File: config.mk
export PLATFORM = sky130hd
export DESIGN_NAME = mc_ctrl_fsm
export DESIGN_NICKNAME = d
export VERILOG_FILES = /design/src/rtl/mc_pkg.sv /design/src/rtl/mc_alu_dec.sv /design/src/rtl/mc_ctrl_fsm.sv
export SDC_FILE = /design/constraint.sdc
export NUM_CORES = 1
export LEC_CHECK = 0
export CAP_MARGIN = 20
export CORE_ASPECT_RATIO = 0.5
export CORE_MARGIN = 2
export CORE_UTILIZATION = 42
export CTS_BUF_LIST = sky130_fd_sc_hd__clkbuf_8 sky130_fd_sc_hd__clkbuf_16
export CTS_CLUSTER_DIAMETER = 60
export DETAILED_ROUTE_END_ITERATION = 8
export PLACE_DENSITY = 0.81
export SLEW_MARGIN = 5
export SYNTH_ARGS = -nofsm -noshare
export SYNTH_HDL_FRONTEND = slang
export SYNTH_SLANG_ARGS = --single-unit
export TNS_END_PERCENT = 30
File: constraint.sdc
create_clock -name clk -period 2.3 [get_ports clk]
set_input_delay 0.23 -clock clk [delete_from_list [all_inputs] [get_ports clk]]
set_output_delay 0.23 -clock clk [all_outputs]
set_load 0.01 [all_outputs]
File: src/rtl/mc_pkg.sv
// Shared types and encodings for the multicycle MIPS control FSM.
package mc_pkg;

    typedef enum logic [3:0] {
        FETCH  = 4'd0,
        DECODE = 4'd1,
        MEMADR = 4'd2,
        MEMRD  = 4'd3,
        MEMWR  = 4'd4,
        MEMWB  = 4'd5,
        EXEC   = 4'd6,
        RWB    = 4'd7,
        IEXEC  = 4'd8,
        IWB    = 4'd9,
        BRANCH = 4'd10,
        JUMP   = 4'd11,
        TRAP   = 4'd12
    } state_e;

    localparam logic [5:0] OP_RTYPE = 6'h00;
    localparam logic [5:0] OP_J     = 6'h02;
    localparam logic [5:0] OP_BEQ   = 6'h04;
    localparam logic [5:0] OP_BNE   = 6'h05;
    localparam logic [5:0] OP_ADDI  = 6'h08;
    localparam logic [5:0] OP_SLTI  = 6'h0A;
    localparam logic [5:0] OP_ANDI  = 6'h0C;
    localparam logic [5:0] OP_ORI   = 6'h0D;
    localparam logic [5:0] OP_LW    = 6'h23;
    localparam logic [5:0] OP_SW    = 6'h2B;

    localparam logic [5:0] FN_ADD = 6'h20;
    localparam logic [5:0] FN_SUB = 6'h22;
    localparam logic [5:0] FN_AND = 6'h24;
    localparam logic [5:0] FN_OR  = 6'h25;
    localparam logic [5:0] FN_SLT = 6'h2A;

    localparam logic [2:0] ALU_ADD = 3'd0;
    localparam logic [2:0] ALU_SUB = 3'd1;
    localparam logic [2:0] ALU_AND = 3'd2;
    localparam logic [2:0] ALU_OR  = 3'd3;
    localparam logic [2:0] ALU_SLT = 3'd4;

    localparam logic [1:0] CAUSE_NONE    = 2'd0;
    localparam logic [1:0] CAUSE_ILLEGAL = 2'd1;
    localparam logic [1:0] CAUSE_BUS     = 2'd2;

    // States that hold mem_req high and wait on mem_ready.
    function automatic logic is_mem_state(input state_e s);
        return (s == FETCH) || (s == MEMRD) || (s == MEMWR);
    endfunction

endpackage

File: src/rtl/mc_alu_dec.sv
// Opcode/funct decode into ALU op, immediate extension mode and legality.
module mc_alu_dec
    import mc_pkg::*;
#(
    parameter int unsigned ALUCTL_W = 5
) (
    input  logic [5:0]          opcode_i,
    input  logic [5:0]          funct_i,
    output logic [ALUCTL_W-1:0] alu_ctrl_o,
    output logic                ext_zero_o,
    output logic                illegal_o
);

    // Pure lookup; unknown opcodes and unknown R-type functs flag illegal.
    always_comb begin
        alu_ctrl_o = ALUCTL_W'(ALU_ADD);
        ext_zero_o = 1'b0;
        illegal_o  = 1'b0;
        case (opcode_i)
            OP_RTYPE: begin
                case (funct_i)
                    FN_ADD:  alu_ctrl_o = ALUCTL_W'(ALU_ADD);
                    FN_SUB:  alu_ctrl_o = ALUCTL_W'(ALU_SUB);
                    FN_AND:  alu_ctrl_o = ALUCTL_W'(ALU_AND);
                    FN_OR:   alu_ctrl_o = ALUCTL_W'(ALU_OR);
                    FN_SLT:  alu_ctrl_o = ALUCTL_W'(ALU_SLT);
                    default: illegal_o  = 1'b1;
                endcase
            end
            OP_ADDI: alu_ctrl_o = ALUCTL_W'(ALU_ADD);
            OP_SLTI: alu_ctrl_o = ALUCTL_W'(ALU_SLT);
            OP_ANDI: begin
                alu_ctrl_o = ALUCTL_W'(ALU_AND);
                ext_zero_o = 1'b1;
            end
            OP_ORI: begin
                alu_ctrl_o = ALUCTL_W'(ALU_OR);
                ext_zero_o = 1'b1;
            end
            OP_LW, OP_SW, OP_BEQ, OP_BNE, OP_J: alu_ctrl_o = ALUCTL_W'(ALU_ADD);
            default: illegal_o = 1'b1;
        endcase
    end

endmodule

File: src/rtl/mc_ctrl_fsm.sv
// Multicycle MIPS control FSM with memory handshake, wait timeout and trap.
module mc_ctrl_fsm
    import mc_pkg::*;
#(
    parameter int unsigned ALUCTL_W    = 5,
    parameter int unsigned TIMEOUT_CYC = 16,
    parameter int unsigned CNT_W       = 8
) (
    input  logic                clk,
    input  logic                rst_n,
    input  logic [31:0]         instr,
    input  logic                mem_ready,
    output logic                mem_req,
    output logic                mem_write,
    output logic                ior_d,
    output logic                ir_write,
    output logic                pc_write,
    output logic                branch,
    output logic                branch_ne,
    output logic [1:0]          pc_src,
    output logic                alu_src_a,
    output logic [1:0]          alu_src_b,
    output logic                ext_zero,
    output logic [ALUCTL_W-1:0] alu_ctrl,
    output logic                alu_reg_we,
    output logic                reg_dst,
    output logic                mem_to_reg,
    output logic                reg_write,
    output logic                trap,
    output logic [1:0]          trap_cause
);

    localparam logic [CNT_W-1:0] CNT_MAX = '1;

    state_e              state_q, state_d;
    logic [CNT_W-1:0]    cnt_q, cnt_d, cnt_inc;
    logic [1:0]          cause_q, cause_d;
    logic                timeout_hit;
    logic [5:0]          opcode;
    logic [ALUCTL_W-1:0] dec_alu_ctrl;
    logic                dec_ext_zero;
    logic                dec_illegal;
    logic                unused_instr;

    assign opcode       = instr[31:26];
    assign unused_instr = ^instr[25:6];

    mc_alu_dec #(
        .ALUCTL_W (ALUCTL_W)
    ) u_alu_dec (
        .opcode_i   (opcode),
        .funct_i    (instr[5:0]),
        .alu_ctrl_o (dec_alu_ctrl),
        .ext_zero_o (dec_ext_zero),
        .illegal_o  (dec_illegal)
    );

    // Saturating wait count; timeout fires on the cycle that would reach TIMEOUT_CYC.
    assign cnt_inc     = (cnt_q == CNT_MAX) ? cnt_q : cnt_q + CNT_W'(1);
    assign timeout_hit = (TIMEOUT_CYC != 0) && ((32'(cnt_q) + 32'd1) >= TIMEOUT_CYC);

    // State, wait counter and trap cause registers with synchronous reset.
    always_ff @(posedge clk) begin
        if (!rst_n) begin
            state_q <= FETCH;
            cnt_q   <= '0;
            cause_q <= CAUSE_NONE;
        end else begin
            state_q <= state_d;
            cnt_q   <= cnt_d;
            cause_q <= cause_d;
        end
    end

    // Next-state and output decode; everything is forced low while in reset.
    always_comb begin
        state_d    = state_q;
        cnt_d      = '0;
        cause_d    = cause_q;
        mem_req    = 1'b0;
        mem_write  = 1'b0;
        ior_d      = 1'b0;
        ir_write   = 1'b0;
        pc_write   = 1'b0;
        branch     = 1'b0;
        branch_ne  = 1'b0;
        pc_src     = 2'd0;
        alu_src_a  = 1'b0;
        alu_src_b  = 2'd0;
        ext_zero   = 1'b0;
        alu_ctrl   = ALUCTL_W'(ALU_ADD);
        alu_reg_we = 1'b0;
        reg_dst    = 1'b0;
        mem_to_reg = 1'b0;
        reg_write  = 1'b0;
        trap       = 1'b0;
        trap_cause = CAUSE_NONE;
        if (rst_n) begin
            case (state_q)
                FETCH: begin
                    mem_req   = 1'b1;
                    alu_src_b = 2'd1;
                    if (mem_ready) begin
                        ir_write = 1'b1;
                        pc_write = 1'b1;
                        state_d  = DECODE;
                    end
                end
                DECODE: begin
                    alu_src_b  = 2'd3;
                    alu_reg_we = 1'b1;
                    case (opcode)
                        OP_LW, OP_SW:                      state_d = MEMADR;
                        OP_RTYPE:                          state_d = EXEC;
                        OP_BEQ, OP_BNE:                    state_d = BRANCH;
                        OP_ADDI, OP_ANDI, OP_ORI, OP_SLTI: state_d = IEXEC;
                        OP_J:                              state_d = JUMP;
                        default: begin
                            state_d = TRAP;
                            cause_d = CAUSE_ILLEGAL;
                        end
                    endcase
                end
                MEMADR: begin
                    alu_src_a  = 1'b1;
                    alu_src_b  = 2'd2;
                    alu_reg_we = 1'b1;
                    state_d    = (opcode == OP_SW) ? MEMWR : MEMRD;
                end
                MEMRD, MEMWR: begin
                    mem_req   = 1'b1;
                    ior_d     = 1'b1;
                    mem_write = (state_q == MEMWR);
                    if (mem_ready) begin
                        state_d = (state_q == MEMRD) ? MEMWB : FETCH;
                    end
                end
                MEMWB: begin
                    reg_write  = 1'b1;
                    mem_to_reg = 1'b1;
                    state_d    = FETCH;
                end
                EXEC: begin
                    alu_src_a = 1'b1;
                    alu_ctrl  = dec_alu_ctrl;
                    if (dec_illegal) begin
                        state_d = TRAP;
                        cause_d = CAUSE_ILLEGAL;
                    end else begin
                        alu_reg_we = 1'b1;
                        state_d    = RWB;
                    end
                end
                RWB: begin
                    reg_write = 1'b1;
                    reg_dst   = 1'b1;
                    state_d   = FETCH;
                end
                IEXEC: begin
                    alu_src_a  = 1'b1;
                    alu_src_b  = 2'd2;
                    alu_ctrl   = dec_alu_ctrl;
                    ext_zero   = dec_ext_zero;
                    alu_reg_we = 1'b1;
                    state_d    = IWB;
                end
                IWB: begin
                    reg_write = 1'b1;
                    state_d   = FETCH;
                end
                BRANCH: begin
                    alu_src_a = 1'b1;
                    alu_ctrl  = ALUCTL_W'(ALU_SUB);
                    branch    = 1'b1;
                    branch_ne = (opcode == OP_BNE);
                    pc_src    = 2'd1;
                    state_d   = FETCH;
                end
                JUMP: begin
                    pc_write = 1'b1;
                    pc_src   = 2'd2;
                    state_d  = FETCH;
                end
                TRAP: begin
                    trap       = 1'b1;
                    trap_cause = cause_q;
                end
                default: state_d = FETCH;
            endcase
            // Stalled memory access: count, and trap on timeout unless mem_ready arrived.
            if (is_mem_state(state_q) && !mem_ready) begin
                cnt_d = cnt_inc;
                if (timeout_hit) begin
                    state_d = TRAP;
                    cause_d = CAUSE_BUS;
                end
            end
        end
    end

endmodule

==> metrics.yaml <==
required_ns: 2.07
area_delta_synth_final_pct: 51.4
end_kind: "primary output"
drc: 0
setup_violations: 0
cts_root_buf: "clkbuf_8"
synth_largest_area_cell: "dfxtp_1"
utilization: 0.665
htreeDepth: 1
placed_area_sq_um: 1840
drv_slew: 0
vias_per_cell: 5.53
hold_viol: 0
cpMaxStageDelayCell: "clkdlybuf4s50_1"
numCtsBuffers: 3
path_buf_inv: 2
boundaryPins: 60
drive_gt1_frac: 0.215
synth.top_cell.area_share: 0.214
syn_avg_cell_area_sq_um: 6.88
core_area_sq_um: 2980
vias: 1608
setup_ws_ns: 0.0771
insertion_delay_ns: 0.25
path_cells: "clkdlybuf4s50_1 -> nor2b_2 -> nand2_1 -> or2_2 -> nor2_1 -> clkdlybuf4s50_1"
final_antenna_net_count: 0
ys_ff_latch: 14
clock_sinks: 14
arrival_ns: 1.99
setup_tns_ns: 0
crit_path_start: "rst_n"
cts_max_path_buffers: 2
p_leak_nw: 0.874
critical_path.top_delay_family: "buffers and inverters"
finalPower_mw: 1.16
cp_slowest_stage_delay_ns: 0.54
yosysSeqAreaShare: 0.214
timing.rr.start: "cnt_q[0]$_SDFFE_PN0N_"
power_density_nw_per_um2: 588
hp-class: "flip-flop to flip-flop"
wl_per_cell_microns: 13.9
pre_cts_ws_ns: -0.376
portBuffers: 37
grt_pass1_vias: 1591
syn_area_sq_um: 1310
yosysWarnings: 0
cts_tree: "yes"
outcome: "complete, no violations"
r2r_slack_ns: 0.47
async_flop_share: 0
firstDrtPassIters: 4
fmax_ghz: 0.450
routed-wl-met3_microns: 187
start_util: 0.439
die-width_microns: 82.9
synth_area_leaders: "dfxtp_1, a21oi_1, nor2_1"
r2r_end: "state_q[3]$_SDFF_PN0_"
crit_cells: 6
synthCells: 190
gp_congestion: 0.934
die_y_microns: 43.5
antenna_found_initial: 0
critical_path.max_fanout: 3
finalWirelength_microns: 4050
drt-met1-wl_microns: 1680
yosysUniqueCellTypes: 49
dp_hpwl_microns: 3030
grt_pass1_wl_microns: 6580
crit_type: "primary input to primary output"
synth.most_common_cell: "nor2_1"
fin_worst_skew_ns: 0.00203
antenna_cells: 0
timing.final.crit_share: 0.966
crit_top_cell: "clkdlybuf4s50_1"
grt_usage: 0.220
critPathLaunchType: "primary input"
final_cell_area_sq_um: 1980
row_count: 14
rsz0062_at_grt: "no"
drt_iter0_drc: 91
synthTopCellsByCount: "nor2_1, a21oi_1, nand2_1, dfxtp_1, nand2b_1"
overflow: 0
synth_edf_count: 0
dieArea_sq_um: 3600
route.top_layer_used: "met4"
peakVddDrop_mv: 0.383
r2r_cells: 6
wl_met2_microns: 2080
synth-main-ff-cell: "dfxtp_1"
path_clk_slew_ns: 0.06
grt_max_degree: 19
drv_cap: 0
fin_nets: 289
period_needed_ns: 2.22
crit_end: "branch_ne"
how the worst min path moves through the flow:
stage / depth (start not counted) / start / endpoint
after floorplan: 2 / cause_q[1]$_SDFF_PN0_ / cause_q[1]$_SDFF_PN0_
after global placement: 2 / cause_q[1]$_SDFF_PN0_ / cause_q[1]$_SDFF_PN0_
after detailed placement: 1 / cause_q[0]$_SDFF_PN0_ / cause_q[0]$_SDFF_PN0_
after global routing: 1 / cause_q[0]$_SDFF_PN0_ / cause_q[0]$_SDFF_PN0_
after CTS: 1 / cause_q[0]$_SDFF_PN0_ / cause_q[0]$_SDFF_PN0_
final: 1 / cause_q[0]$_SDFF_PN0_ / cause_q[0]$_SDFF_PN0_
cells by family after synthesis:
group                      after synthesis  share of synthesized area
and+or+nand+nor                         97                      0.389
AOI/OAI and AO/OA                       52                      0.268
buffers and inverters                   18                     0.0641
DFF                                     14                      0.214
xor gates and xnor gates                 4                     0.0268
adders and majority gates                2                     0.0191
muxes                                    2                     0.0153
other                                    1                    0.00287
metal layers:
| layer | vias up | global-route usage |
|---|---|---|
| li1 | 799 | - |
| met1 | 737 | 0.249 |
| met2 | 61 | 0.435 |
| met3 | 11 | 0.0419 |
| met4 | 0 | 0.0623 |
| met5 | - | 0 |
registers in the layout, indices dropped and copies added (netlist names):
register and cells:
cause_q 2, state_q 4, cnt_q 8
where the power goes:
group	total, mW	internal (mW)	switching, mW
clock network	0.243	0.152	0.0915
registers	0.335	0.278	0.0571
logic	0.586	0.276	0.310
total	1.16	0.706	0.458
repair_timing:
item / 4_1_cts / 5_1_grt
endpoints found under the hold margin: 0 / 0
pin swaps: 4 / 5
setup buffers: 9 / 0
resized for setup: 12 / 16
hold buffers: 0 / 0
endpoints found under the setup margin: 5 / 6
cells in the final DEF, fill, tap and decap left out, types with 3 or more instances in the layout:
cell and instances:
dlymetal6s2s_1 7, nand2_1 17, nand3b_1 3, a31oi_1 4, nand3_1 4, nand4_1 3, dlygate4sd2_1 5, nor3_1 5
dfxtp_1 13, a21oi_1 19, inv_1 6, nor2b_1 6, o21ai_0 8, or2_2 3, nor2_1 24, nor4_1 5
clkbuf_2 3, a211oi_1 3, and2_1 3, xnor2_1 3, clkbuf_8 4, buf_4 31, nand2b_1 10, clkdlybuf4s50_1 22
area by class of cell:
type	instances	area, sq um
flip-flops and latches	14	282
well taps	40	50.0
repair buffers	68	599
clock buffers	4	55.1
fillers	277	998
multi-input cells	159	971
inverters	6	22.5
per-stage QoR:
step / cells / hold slack (ns)
final: 291 / 0.476
after floorplan: 191 / 0.436
after detailed placement: 279 / 0.478
after global routing: 291 / 0.515
after global placement: 279 / 0.447
after CTS: 292 / 0.497
(Power assumes the default switching activity.)
==> variant 1: new RTL, same settings <==
Reset style: asynchronous (`rst_n`), changed in one clocked block. Comments in the files are not updated.
--- a/src/rtl/mc_ctrl_fsm.sv
+++ b/src/rtl/mc_ctrl_fsm.sv
@@ -60,7 +60,7 @@
     assign timeout_hit = (TIMEOUT_CYC != 0) && ((32'(cnt_q) + 32'd1) >= TIMEOUT_CYC);
 
     // State, wait counter and trap cause registers with synchronous reset.
-    always_ff @(posedge clk) begin
+    always_ff @(posedge clk or negedge rst_n) begin
         if (!rst_n) begin
             state_q <= FETCH;
             cnt_q   <= '0;
Function: same outputs for any inputs over 10 cycles, from zero or initial values and one cycle with rst_n low; that may be too few to reach the edited logic, so the function may still have changed.
==> variant 1 against the unedited design <==
Combinational power rose by 47%; sequential share of layout area rose by 1.7 points; total power rose by 27%; wire length rose by 5.5%; final area rose by 12%; area after synthesis rose by 14%; setup slack got worse by 0.030 ns; die area rose by 13%; synthesized cell count rose by 0.53%; clock skew rose by 0.0014 ns; critical endpoint is now pc_write; global-route usage fell by 0.13 points; highest routed layer unchanged; sequential cell count did not move; non-clock buffer count rose by 5.
==> variant 1: results <==
[yosys]
synth_compound_area_share_pct = 25.6
synthXorXnorAreaFrac_pct = 2.95
post_synth_num_cell_types = 62
synthCells = 191
synth_sequential_area_ratio_pct = 23.6
asyncSetResetFlopFracSynth_pct = 100
synth.cells.most_frequent = "sky130_fd_sc_hd__nor2_1, sky130_fd_sc_hd__nand2_1, sky130_fd_sc_hd__dfrtp_1"
synthTopCellsByArea = "sky130_fd_sc_hd__dfrtp_1, sky130_fd_sc_hd__nor2_1, sky130_fd_sc_hd__a21oi_1"
muxShareOfSynthArea_pct = 2.78
yosys.area_share.adder_pct = 1.68

[setup_path]
crit_arrival_ns = 2.02
timing.rr.start = "state_q[2]"
setup.worst_path.start = "state_q[1]"
worst_reg2reg_path_length_in_cells = 5
timing.critical_path.fanout_max = 8

[clocking]
clock-root-buffer = "sky130_fd_sc_hd__clkbuf_8"
htreeDepth = 1

[min_path]
hold_path.class = "input pin to async pin"

[pwr]
power.switching_fraction_pct = 40.0
p_leak_nw = 0.978
vdd.ir_drop.worst_v = 0.000270

[place]
dp_hpwl_um = 3130
routabilityCongestion = 0.914
placed_cell_area_mm2 = 0.00205
placedCellCount = 296

[cells_and_area]
finish.cell_count_without_fillers = 306
finish.net_count = 293
post_route_cells_drive_above_1_share_pct = 25.9

[global_routing]
global_route.usage.met1_pct = 27.6
number_of_global_route_vias_before_repair = 1628
grt_use_met3_pct = 3.41
largest_net_degree_at_the_start_of_global_routing = 18
gr-usage-all-layers_pct = 21.9
groute.layer.met2.usage_pct = 40.9
grt_first_pass_wirelength_um = 7000

[route]
wl_per_cell_um = 14.0
initialDrtViolationCount = 96
routed-via-count = 1693

[timing]
finClkSkew_ns = 0.00340

[status]
run_status = "complete, no violations"
variant 1: path summary, 6_finish.rpt:
kind | end | slack (ns)
worst max-delay path | pc_write | 0.05
worst min-delay path | cnt_q[2] | 0.17
worst max register to register | state_q[2] | 0.52
worst min register to register | cause_q[0] | 0.53
max in group asynchronous | state_q[3] | 1.93
min in group clk | cause_q[0] | 0.53
variant 1: cell families after synthesis:
family / count (synthesis)
xor gates and xnor gates: 5
other: 1
and+or+nand+nor: 93
muxes: 4
adders and majority gates: 2
AOI/OAI and AO/OA: 53
buffers and inverters: 19
DFF: 14
variant 1: area by class of cell:
| type | count | area, um^2 |
|---|---|---|
| fill | 282 | 1200 |
| inverter | 5 | 22.5 |
| multi-input combinational | 159 | 1070 |
| timing repair buffer | 73 | 647 |
| tap | 51 | 63.8 |
| clock buffer | 4 | 55.1 |
| sequential | 14 | 352 |
variant 1: worst max-delay path, cell delays in order, from the launching register on:
cell and delay [ns]:
sky130_fd_sc_hd__dfrtp_1 0.40, sky130_fd_sc_hd__buf_4 0.19, sky130_fd_sc_hd__clkinvlp_4 0.16, sky130_fd_sc_hd__nand2_2 0.21, sky130_fd_sc_hd__nor3_2 0.08, sky130_fd_sc_hd__or2_2 0.27
sky130_fd_sc_hd__clkdlybuf4s50_1 0.48
variant 1: power groups by stage:
stage | logic, mW | clock network [mW] | registers (mW)
2_1_floorplan | 0.542 | 0 | 0.314
3_3_place_gp | 0.795 | 0 | 0.359
3_5_place_dp | 0.809 | 0 | 0.362
4_1_cts | 0.824 | 0.249 | 0.358
5_1_grt | 0.928 | 0.270 | 0.375
6_report | 0.859 | 0.245 | 0.369
variant 1: stage by stage:
step / setup slack [ns] / utilization (%)
2_1_floorplan: 0.431 / -
3_5_place_dp: -0.249 / 60.0
3_3_place_gp: -0.252 / 60.0
4_1_cts: -0.189 / 63.2
6_report: 0.0475 / 64.7
5_1_grt: -0.0803 / 64.7
variant 1: repair_timing:
action                                  in CTS  in global routing
gates cloned                                 0                  0
resized for setup                            7                 17
endpoints found under the setup margin       8                 13
pin swaps                                    1                  1
buffers inserted                             6                  0
variant 1: layer usage:
layer,wire length [um],vias to the layer above
li1,-,833
met1,1930,807
met2,2110,50
met3,212,3
met4,17,0
met5,0,-
==> variant 2: new RTL, same flow settings <==
Without the edit above. `ALUCTL_W` is set to 5 in 2 places; all go to 10.
--- a/src/rtl/mc_alu_dec.sv
+++ b/src/rtl/mc_alu_dec.sv
@@ -2,7 +2,7 @@
 module mc_alu_dec
     import mc_pkg::*;
 #(
-    parameter int unsigned ALUCTL_W = 5
+    parameter int unsigned ALUCTL_W = 10
 ) (
     input  logic [5:0]          opcode_i,
     input  logic [5:0]          funct_i,
--- a/src/rtl/mc_ctrl_fsm.sv
+++ b/src/rtl/mc_ctrl_fsm.sv
@@ -2,7 +2,7 @@
 module mc_ctrl_fsm
     import mc_pkg::*;
 #(
-    parameter int unsigned ALUCTL_W    = 5,
+    parameter int unsigned ALUCTL_W    = 10,
     parameter int unsigned TIMEOUT_CYC = 16,
     parameter int unsigned CNT_W       = 8
 ) (
Ports: changed (resized alu_ctrl); port bits go from 60 to 65. The function was not compared with the original's and may differ.
==> variant 2 against the unedited design <==
Area after synthesis up 2.9%; wire length down 5.3%; sequential cell count unchanged; setup slack worse by 0.068 ns; synthesized cell count up 2.6%; clock power up 2%; global-route usage down 0.056 points; sequential share of layout area up 0.20 points; critical path depth unchanged; count of clock-buffer cells in the layout unchanged; final area down 1.4%; cell count down 0.34%; total power up 0.60%; critical path type unchanged.
==> variant 2: results <==
[yosys]
yosys_warnings = 0
muxShareOfSynthArea_pct = 1.49
synth_sequential_area_ratio_pct = 20.8
synthTopCellsByArea = "sky130_fd_sc_hd__dfxtp_1, sky130_fd_sc_hd__a21oi_1, sky130_fd_sc_hd__nor2_1"
synth_compound_area_share_pct = 26.0
synthXorXnorAreaFrac_pct = 2.60
yosys.area_share.adder_pct = 1.86
synthCells = 195

[place]
dp_slack_ns = -0.369
dp_hpwl_um = 2980
routabilityCongestion = 0.872
placed_cell_area_mm2 = 0.00188
placedCellCount = 286

[global_routing]
global_route.usage.met1_pct = 24.1
number_of_global_route_vias_before_repair = 1506
grt_use_met3_pct = 3.17
grt_first_pass_wirelength_um = 6490
largest_net_degree_at_the_start_of_global_routing = 15
grt_antenna_before_repair = 0
groute.layer.met2.usage_pct = 40.8
gr-usage-all-layers_pct = 22.0

[clocking]
clock-root-buffer = "sky130_fd_sc_hd__clkbuf_8"
cts_post_setup_buffers_inserted = 0
cts.repair.resized = 9
clockBufferDepth = 2
tritoncts.num_buffers = 3

[route]
met3WireLength_um = 155
totalWireLength_um = 3830
wl_per_cell_um = 13.2
number_of_optimization_iterations_in_the_first_detailed_route_pass = 4
route.top_layer_used = "met4"
initialDrtViolationCount = 49
m1WireLength_um = 1580
met2WireLength_um = 1980
routed-via-count = 1581

[timing]
layout_min_cycle_time_ns = 2.29
hold_slack_ns = 0.471
finClkSkew_ns = 0.00169

[cells_and_area]
reg.largest.list = "cnt_q (8), state_q (4), cause_q (2)"
diodes = 0
finish.net_count = 288
post_route_cells_drive_above_1_share_pct = 19.6

[pwr]
p_leak_nw = 0.834
power.switching_fraction_pct = 39.0
vdd.ir_drop.worst_v = 0.000370

[setup_path]
cpLargestDelayFamily = "simple AND/OR/NAND/NOR gates"
timing.rr.start = "cnt_q[0]"
setup.worst_path.start = "instr[30]"
worstReg2RegEnd = "state_q[2]"
crit_arrival_ns = 2.06
worst-r2r-setup-slack_ns = 0.45
worst_reg2reg_path_length_in_cells = 6
crit_path_max_incr_delay_ns = 0.58
timing.critical_path.to = "alu_ctrl[0]"
critical-path-slowest-cell = "sky130_fd_sc_hd__or4_4"

[min_path]
hold_path_startpoint = "cause_q[1]"
hold_end = "cause_q[1]"
hold_path.class = "flop to flop"
hold-path-cell-count = 2

[status]
run_status = "complete, no violations"
-- variant 2: power by group through the flow --
stage | combinational, mW | clock (mW) | sequential, mW
floorplan | 0.379 | 0 | 0.301
global placement | 0.557 | 0 | 0.340
detailed placement | 0.568 | 0 | 0.345
CTS | 0.568 | 0.249 | 0.340
global route | 0.643 | 0.266 | 0.348
finish | 0.582 | 0.249 | 0.341
-- variant 2: logic make-up (layout without fill, tap and decap cells) --
group / after synthesis / in the layout
adders and majority gates: 2 / 2
xor gates and xnor gates: 4 / 4
muxes: 2 / 2
DFF: 14 / 14
AOI/OAI and AO/OA: 52 / 52
buffers and inverters: 23 / 72
other: 1 / 7
and+or+nand+nor: 97 / 97
-- variant 2: final cells by class --
| class | count | area, um^2 |
|---|---|---|
| inverter | 6 | 22.5 |
| timing repair buffer | 62 | 551 |
| tap | 40 | 50.0 |
| multi-input combinational | 164 | 992 |
| sequential | 14 | 282 |
| fill | 265 | 1080 |
| clock buffer | 4 | 55.1 |
